File: config.mk
export PLATFORM = sky130hd
export DESIGN_NAME = hspi_tx_scheduler_flat
export DESIGN_NICKNAME = d
export VERILOG_FILES = /design/src/rtl/hspi_pkg.sv /design/src/rtl/hspi_tx_scheduler_if.sv /design/src/rtl/hspi_flush_timer.sv /design/src/rtl/hspi_tx_scheduler.sv /design/src/flat_wrapper.sv
export SDC_FILE = /design/constraint.sdc
export NUM_CORES = 1
export LEC_CHECK = 0
export ABC_AREA = 1
export ABC_CLOCK_PERIOD_IN_PS = 2350
export CAP_MARGIN = 25
export CORE_MARGIN = 2
export CORE_UTILIZATION = 45
export CTS_CLUSTER_DIAMETER = 60
export DETAILED_ROUTE_END_ITERATION = 7
export PLACE_DENSITY = 0.72
export SYNTH_ARGS = -nofsm -noshare
export SYNTH_HDL_FRONTEND = slang
export SYNTH_SLANG_ARGS = --single-unit
File: constraint.sdc
create_clock -name clk -period 2.35 [get_ports clk]
set_input_delay 0.3525 -clock clk [delete_from_list [all_inputs] [get_ports clk]]
set_output_delay 0.3525 -clock clk [all_outputs]
set_load 0.02 [all_outputs]
File: src/rtl/hspi_pkg.sv
`default_nettype none
// ============================================================================
// Module   : hspi_pkg
// Brief    : Shared types and constants for the HSPI transmit path
//            (burst state encoding, header framing bytes).
// Revision : 1.0 - initial release
// ============================================================================
package hspi_pkg;

    typedef enum logic [2:0] {
        ST_IDLE = 3'd0,
        ST_HDR  = 3'd1,
        ST_PAY  = 3'd2,
        ST_PAD  = 3'd3,
        ST_END  = 3'd4
    } hspi_state_t;

    localparam logic [7:0]  HSPI_SYNC_BYTE = 8'hA5;
    localparam logic [7:0]  HSPI_PAD_BYTE  = 8'h00;
    localparam int unsigned HSPI_HDR_LEN   = 4;

endpackage
`default_nettype wire

File: src/rtl/hspi_tx_scheduler_if.sv
`default_nettype none
// ============================================================================
// Module   : hspi_tx_scheduler_if
// Brief    : Capture-FIFO read port plus hspi_master application interface
//            as seen by the transmit scheduler.
// Revision : 1.0 - initial release
// ============================================================================
interface hspi_tx_scheduler_if #(
    parameter int unsigned LVL_W = 12
);
    logic [LVL_W-1:0] fifo_level;
    logic             fifo_empty;
    logic [7:0]       fifo_dout;
    logic             fifo_rd;
    logic             req;
    logic [15:0]      xfer_len;
    logic             usdf;
    logic             ack;
    logic [7:0]       payload_data;

    // Scheduler side: reads the FIFO, drives the master request.
    modport master (
        input  fifo_level, fifo_empty, fifo_dout, ack,
        output fifo_rd, req, xfer_len, usdf, payload_data
    );

    // Environment side: FIFO and hspi_master.
    modport slave (
        output fifo_level, fifo_empty, fifo_dout, ack,
        input  fifo_rd, req, xfer_len, usdf, payload_data
    );
endinterface
`default_nettype wire

File: src/rtl/hspi_flush_timer.sv
`default_nettype none
// ============================================================================
// Module   : hspi_flush_timer
// Brief    : Idle counter that flags when a partial burst has waited
//            TIMEOUT_CYC cycles. Only built with HSPI_SCHED_TIMEOUT_EN.
// Revision : 1.0 - initial release
// ============================================================================
`ifdef HSPI_SCHED_TIMEOUT_EN
module hspi_flush_timer #(
    parameter int unsigned TIMEOUT_CYC = 4096
) (
    input  logic clk,
    input  logic rst,
    input  logic count_en,
    output logic hit
);
    localparam int unsigned   c_W   = (TIMEOUT_CYC > 2) ? $clog2(TIMEOUT_CYC) : 1;
    localparam logic [c_W-1:0] c_HIT = c_W'(TIMEOUT_CYC - 1);

    logic [c_W-1:0] r_cnt;

    // Count while the owner holds count_en, otherwise restart from zero.
    always_ff @(posedge clk) begin
        if (rst || !count_en) begin
            r_cnt <= '0;
        end else begin
            r_cnt <= r_cnt + c_W'(1);
        end
    end

    assign hit = (r_cnt == c_HIT);
endmodule
`endif
`default_nettype wire

File: src/rtl/hspi_tx_scheduler.sv
`default_nettype none
// ============================================================================
// Module   : hspi_tx_scheduler
// Brief    : Frames capture-FIFO bytes into fixed-length HSPI bursts
//            (4-byte header, payload, zero padding) for hspi_master.
//            Optional partial-burst flush: HSPI_SCHED_TIMEOUT_EN.
// Revision : 1.0 - initial release
// ============================================================================
module hspi_tx_scheduler
    import hspi_pkg::*;
#(
    parameter int unsigned BURST_LEN   = 512,
    parameter int unsigned LVL_W       = 12,
    parameter int unsigned TIMEOUT_CYC = 4096
) (
    input  logic                clk,
    input  logic                rst,
    input  logic                enable,
    hspi_tx_scheduler_if.master bus,
    output logic                busy,
    output logic [7:0]          seq
);
    localparam logic [15:0]  c_BURST_LEN = 16'(BURST_LEN);
    localparam int unsigned  c_PAY_MAX   = BURST_LEN - HSPI_HDR_LEN;
    localparam logic [15:0]  c_PAY_MAX16 = 16'(c_PAY_MAX);

    hspi_state_t r_state, w_state_nxt;
    logic [15:0] r_cnt, w_cnt_nxt;      // bytes of the current burst already acked
    logic [15:0] r_len, w_len_nxt;      // payload bytes taken from the FIFO
    logic        r_usdf, w_usdf_nxt;
    logic [7:0]  r_seq, w_seq_nxt;

    logic [LVL_W-1:0] w_level;
    logic [31:0]      w_level_u;
    logic             w_full;
    logic             w_timeout_hit;
    logic             w_start;

    assign w_level   = bus.fifo_level;
    assign w_level_u = 32'(w_level);
    assign w_full    = (w_level_u >= c_PAY_MAX);
    assign w_start   = enable && (w_full || w_timeout_hit);

`ifdef HSPI_SCHED_TIMEOUT_EN
    logic w_partial;
    logic w_timer_en;

    // The timer only runs while a partial burst is waiting; a start (which
    // coincides with hit) drops the enable so the count restarts at zero.
    assign w_partial  = (w_level_u != 32'd0) && !w_full;
    assign w_timer_en = (r_state == ST_IDLE) && enable && w_partial && !w_timeout_hit;

    hspi_flush_timer #(
        .TIMEOUT_CYC (TIMEOUT_CYC)
    ) u_flush_timer (
        .clk      (clk),
        .rst      (rst),
        .count_en (w_timer_en),
        .hit      (w_timeout_hit)
    );
`else
    assign w_timeout_hit = 1'b0;
`endif

    // State and burst bookkeeping registers.
    always_ff @(posedge clk) begin
        if (rst) begin
            r_state <= ST_IDLE;
            r_cnt   <= '0;
            r_len   <= '0;
            r_usdf  <= 1'b0;
            r_seq   <= '0;
        end else begin
            r_state <= w_state_nxt;
            r_cnt   <= w_cnt_nxt;
            r_len   <= w_len_nxt;
            r_usdf  <= w_usdf_nxt;
            r_seq   <= w_seq_nxt;
        end
    end

    // Next-state logic plus the byte/handshake outputs toward the master.
    always_comb begin
        w_state_nxt      = r_state;
        w_cnt_nxt        = r_cnt;
        w_len_nxt        = r_len;
        w_usdf_nxt       = r_usdf;
        w_seq_nxt        = r_seq;
        bus.req          = 1'b0;
        bus.fifo_rd      = 1'b0;
        bus.payload_data = HSPI_SYNC_BYTE;

        case (r_state)
            ST_IDLE: begin
                if (w_start) begin
                    w_state_nxt = ST_HDR;
                    w_cnt_nxt   = '0;
                    w_len_nxt   = w_full ? c_PAY_MAX16 : 16'(w_level_u);
                    w_usdf_nxt  = !w_full;
                end
            end
            ST_HDR: begin
                bus.req = 1'b1;
                case (r_cnt[1:0])
                    2'd0:    bus.payload_data = HSPI_SYNC_BYTE;
                    2'd1:    bus.payload_data = r_seq;
                    2'd2:    bus.payload_data = r_len[7:0];
                    default: bus.payload_data = r_len[15:8];
                endcase
                if (bus.ack) begin
                    w_cnt_nxt = r_cnt + 16'd1;
                    if (r_cnt[1:0] == 2'd3) begin
                        w_state_nxt = (r_len != 16'd0) ? ST_PAY : ST_PAD;
                    end
                end
            end
            ST_PAY: begin
                bus.req          = 1'b1;
                bus.payload_data = bus.fifo_dout;
                // len came from fifo_level, so the empty gate is only a guard.
                bus.fifo_rd      = bus.ack && !bus.fifo_empty;
                if (bus.ack) begin
                    w_cnt_nxt = r_cnt + 16'd1;
                    if (r_cnt == r_len + 16'd3) begin
                        w_state_nxt = (r_cnt + 16'd1 < c_BURST_LEN) ? ST_PAD : ST_END;
                    end
                end
            end
            ST_PAD: begin
                bus.req          = 1'b1;
                bus.payload_data = HSPI_PAD_BYTE;
                if (bus.ack) begin
                    w_cnt_nxt = r_cnt + 16'd1;
                    if (r_cnt + 16'd1 == c_BURST_LEN) begin
                        w_state_nxt = ST_END;
                    end
                end
            end
            ST_END: begin
                w_seq_nxt   = r_seq + 8'd1;
                w_state_nxt = ST_IDLE;
            end
            default: begin
                w_state_nxt = ST_IDLE;
            end
        endcase
    end

    assign bus.xfer_len = c_BURST_LEN;
    assign bus.usdf     = r_usdf;
    assign busy         = (r_state != ST_IDLE);
    assign seq          = r_seq;

endmodule
`default_nettype wire

File: src/flat_wrapper.sv
// flat-port wrapper written by rule: the top's interface ports become plain ports
module hspi_tx_scheduler_flat import hspi_pkg::*;
#(
    parameter int unsigned BURST_LEN   = 512,
    parameter int unsigned LVL_W       = 12,
    parameter int unsigned TIMEOUT_CYC = 4096
)
  (clk, rst, enable, busy, seq, bus_fifo_level, bus_fifo_empty, bus_fifo_dout, bus_ack, bus_fifo_rd, bus_req, bus_xfer_len, bus_usdf, bus_payload_data);
  hspi_tx_scheduler_if #(.LVL_W(LVL_W)) bus_i ();
  input  logic clk;
  input  logic rst;
  input  logic enable;
  output logic busy;
  output logic [7:0] seq;
  input wire logic [$bits(bus_i.fifo_level)-1:0] bus_fifo_level;
  input wire logic [$bits(bus_i.fifo_empty)-1:0] bus_fifo_empty;
  input wire logic [$bits(bus_i.fifo_dout)-1:0] bus_fifo_dout;
  input wire logic [$bits(bus_i.ack)-1:0] bus_ack;
  output wire logic [$bits(bus_i.fifo_rd)-1:0] bus_fifo_rd;
  output wire logic [$bits(bus_i.req)-1:0] bus_req;
  output wire logic [$bits(bus_i.xfer_len)-1:0] bus_xfer_len;
  output wire logic [$bits(bus_i.usdf)-1:0] bus_usdf;
  output wire logic [$bits(bus_i.payload_data)-1:0] bus_payload_data;
  assign bus_i.fifo_level = bus_fifo_level;
  assign bus_i.fifo_empty = bus_fifo_empty;
  assign bus_i.fifo_dout = bus_fifo_dout;
  assign bus_i.ack = bus_ack;
  assign bus_fifo_rd = bus_i.fifo_rd;
  assign bus_req = bus_i.req;
  assign bus_xfer_len = bus_i.xfer_len;
  assign bus_usdf = bus_i.usdf;
  assign bus_payload_data = bus_i.payload_data;
  hspi_tx_scheduler #(.BURST_LEN(BURST_LEN), .LVL_W(LVL_W), .TIMEOUT_CYC(TIMEOUT_CYC)) u_core (.clk(clk), .rst(rst), .enable(enable), .bus(bus_i), .busy(busy), .seq(seq));
endmodule
==> out/qor.yml <==
outcome: "finished, final reports clean"
vias: 3119
synth-seq-cells: 40
period_minus_slack_ns: 2.24
syn_inst: 477
layout_setup_ws_ns: 0.108
areaGrowthSynthToFinish_pct: 19.7
drtAntennaViolNets: 0
synth.avg_cell_area_um2: 6.11
whs_path_depth: 2
final_area_um2: 3490
clock_sinks: 40
use_met1: 0.289
max-vdd-ir-drop_mv: 0.403
first_pass_iters: 4
fillCellCount: 667
endpoint_kind: "output pin"
clk_pin_slew_ns: 0.07
reg2reg_to: "u_core.r_state[0]"
seq_power_share: 0.321
r2r_start: "u_core.r_cnt[1]"
synth_edf_count: 0
dpl_cell_area_um2: 3390
yosysTopAreaCellShare: 0.275
intPower_w: 0.00148
grt_max_degree: 26
power_frac_comb: 0.489
grt.overflow.total: 0
drive_above_1_share: 0.0746
dieArea_um2: 7140
synth_area_leaders: "dfxtp_1, nand2_1, inv_1, nand3_1, a21oi_1"
chipHeight_um: 84.5
htreeDepth: 2
powerDensity_nw_per_um2: 748
yosys.cell_types.count: 35
grt_util_all_layers: 0.226
synthFlopType: "dfxtp_1"
arrival_ns: 1.89
finalMaxSlewViolations: 0
grt_pass1_wl_mm: 13.3
initial_utilization: 0.462
wire_per_inst_um: 12.9
pre_cts_slack_ns: 0.107
criticalPathCategory: "flip-flop to output pin"
start_kind: "flip-flop"
min_path_type: "flip-flop to flip-flop"
clk_latency_ns: 0.29
ff2ff_path_depth: 13
cts_made_buffers: 5
fmax_mhz: 446
syn_area_um2: 2920
seq_area_frac_synth: 0.275
swShare: 0.433
grt_pass1_vias: 2936
async_flop_share: 0
drc: 0
busiest_layer: "met2"
routed_wl_mm: 7.74
use_met2: 0.385
required_ns: 2.00
use_met3: 0.0403
clkPwrFrac: 0.190
fp-row-count: 29
min_from: "u_core.bus.usdf"
yosysTopAreaCell: "dfxtp_1"
hold_violations: 0
cts_buffer_depth: 2
fin_crit_sh: 0.954
drt_iter0_drc: 190
setup-violations-final: 0
regToRegSetupSlack_ns: 0.27
min_to: "u_core.bus.usdf"
port_buffers: 42
p_sw_w: 0.00113
fin_nets: 554
vias_per_cell: 5.20
root_buffer: "clkbuf_8"
dp_hpwl_mm: 6.05
worstPathMaxFanout: 4
place_congestion: 0.907
cap_violations: 0
grt_antenna_before_repair: 0
ys_warn_count: 0
leakage_nw: 1.52
die_x_um: 84.5
cts_tree: "yes"
core_area_um2: 6310
n_antenna_cell: 0
clock_skew_ns: 0.00905
boundaryPins: 61
## synth_stat cells, types with 6 or more instances
library cell  count
nor3_1           11
o21ai_0          19
a21oi_1          35
nand2_1         126
clkbuf_1          6
dfxtp_1          40
nor2_1           45
nand3_1          37
nand4_1          15
ha_1              6
buf_4            16
inv_1            68
## placed cells by master (no fill, tap or decap), types with 2 or more instances in the layout
cell type / count
a21oi_1: 35
a221oi_1: 4
a22o_1: 2
buf_4: 11
clkbuf_8: 7
clkdlybuf4s50_1: 34
conb_1: 16
dfxtp_1: 39
dlygate4sd2_1: 7
ha_1: 5
inv_1: 67
inv_2: 3
nand2_1: 126
nand2_2: 2
nand3_1: 37
nand3_2: 3
nand4_1: 15
nor2_1: 45
nor2_2: 5
nor2_4: 3
nor3_1: 10
o21ai_0: 19
o21bai_1: 2
o221ai_1: 2
o22ai_1: 5
xnor2_1: 3
xor2_1: 4
## routing by layer
layer,part of all wire,vias up
met1,0.44,1432
met3,0.054,13
met2,0.49,81
met5,0,-
li1,-,1593
met4,0.016,0
## layout make-up
| type | count | area, um^2 | share of cell area |
|---|---|---|---|
| multi-input cells | 353 | 1730 | 0.497 |
| well taps | 77 | 96.3 | 0.0276 |
| clock buffers | 7 | 96.3 | 0.0276 |
| repair buffers | 53 | 497 | 0.142 |
| flip-flops and latches | 40 | 805 | 0.231 |
| inverters | 70 | 263 | 0.0753 |
## how the worst max path moves through the flow
stage                            startpoint                   to  slack (ns)  depth (start not counted)
final                       u_core.r_cnt[1]  bus_payload_data[2]        0.11                          6
after global routing        u_core.r_cnt[1]  bus_payload_data[0]      -0.006                          6
after CTS                   u_core.r_cnt[1]  bus_payload_data[1]       0.002                          5
after detailed placement    u_core.r_cnt[0]  bus_payload_data[0]        0.11                          6
after global placement      u_core.r_cnt[0]  bus_payload_data[2]         0.1                          6
after floorplan           u_core.r_state[2]  bus_payload_data[5]        0.44                          5
## stage by stage
stage	hold WS, ns	instances	utilization	power, W	setup TNS [ns]
4_1_cts	0.472	600	0.552	0.00262	0
6_report	0.465	600	0.553	0.00261	0
2_1_floorplan	0.458	491	-	0.00164	0
3_3_place_gp	0.442	593	0.537	0.00216	0
3_5_place_dp	0.454	593	0.537	0.00217	0
5_1_grt	0.491	600	0.553	0.00279	-0.00559
## cells by family (layout without fill, tap and decap cells)
logic type / count (synthesis) / after routing / synth area share
simple gates: 252 / 252 / 0.385
fa+ha+maj: 6 / 6 / 0.0258
buf+inv: 98 / 130 / 0.152
other cells: 2 / 16 / 0.00258
xor+xnor: 7 / 7 / 0.0210
flops: 40 / 40 / 0.275
compound gates: 72 / 72 / 0.140
## repair_timing
action | CTS | global route
buffers inserted | 0 | 0
endpoints found under the setup margin | 8 | 3
resized for setup | 10 | 3
hold buffers | 0 | 0
hold endpoints to repair | 0 | 0
## state kept, by name (all words and copies together) (netlist names)
register,count
u_core.r_len,12
u_core.seq,8
u_core.bus.usdf,1
u_core.r_state,3
u_core.r_cnt,16
## power groups by stage
| stage | Combinational (W) | Sequential [W] | Clock (W) |
|---|---|---|---|
| after floorplan | 0.000824 | 0.000820 | 0 |
| after global placement | 0.00131 | 0.000842 | 0 |
| after detailed placement | 0.00133 | 0.000842 | 0 |
| after CTS | 0.00128 | 0.000831 | 0.000508 |
| after global routing | 0.00142 | 0.000846 | 0.000529 |
| final | 0.00128 | 0.000836 | 0.000496 |
## critical path, stage by stage (launching register included)
cell           delay [ns]
dfxtp_1              0.40
inv_1                0.09
ha_1                 0.22
or2_2                0.31
o221ai_1             0.19
nand2_1              0.07
dlygate4sd2_1        0.32
(Power assumes the default switching activity.)
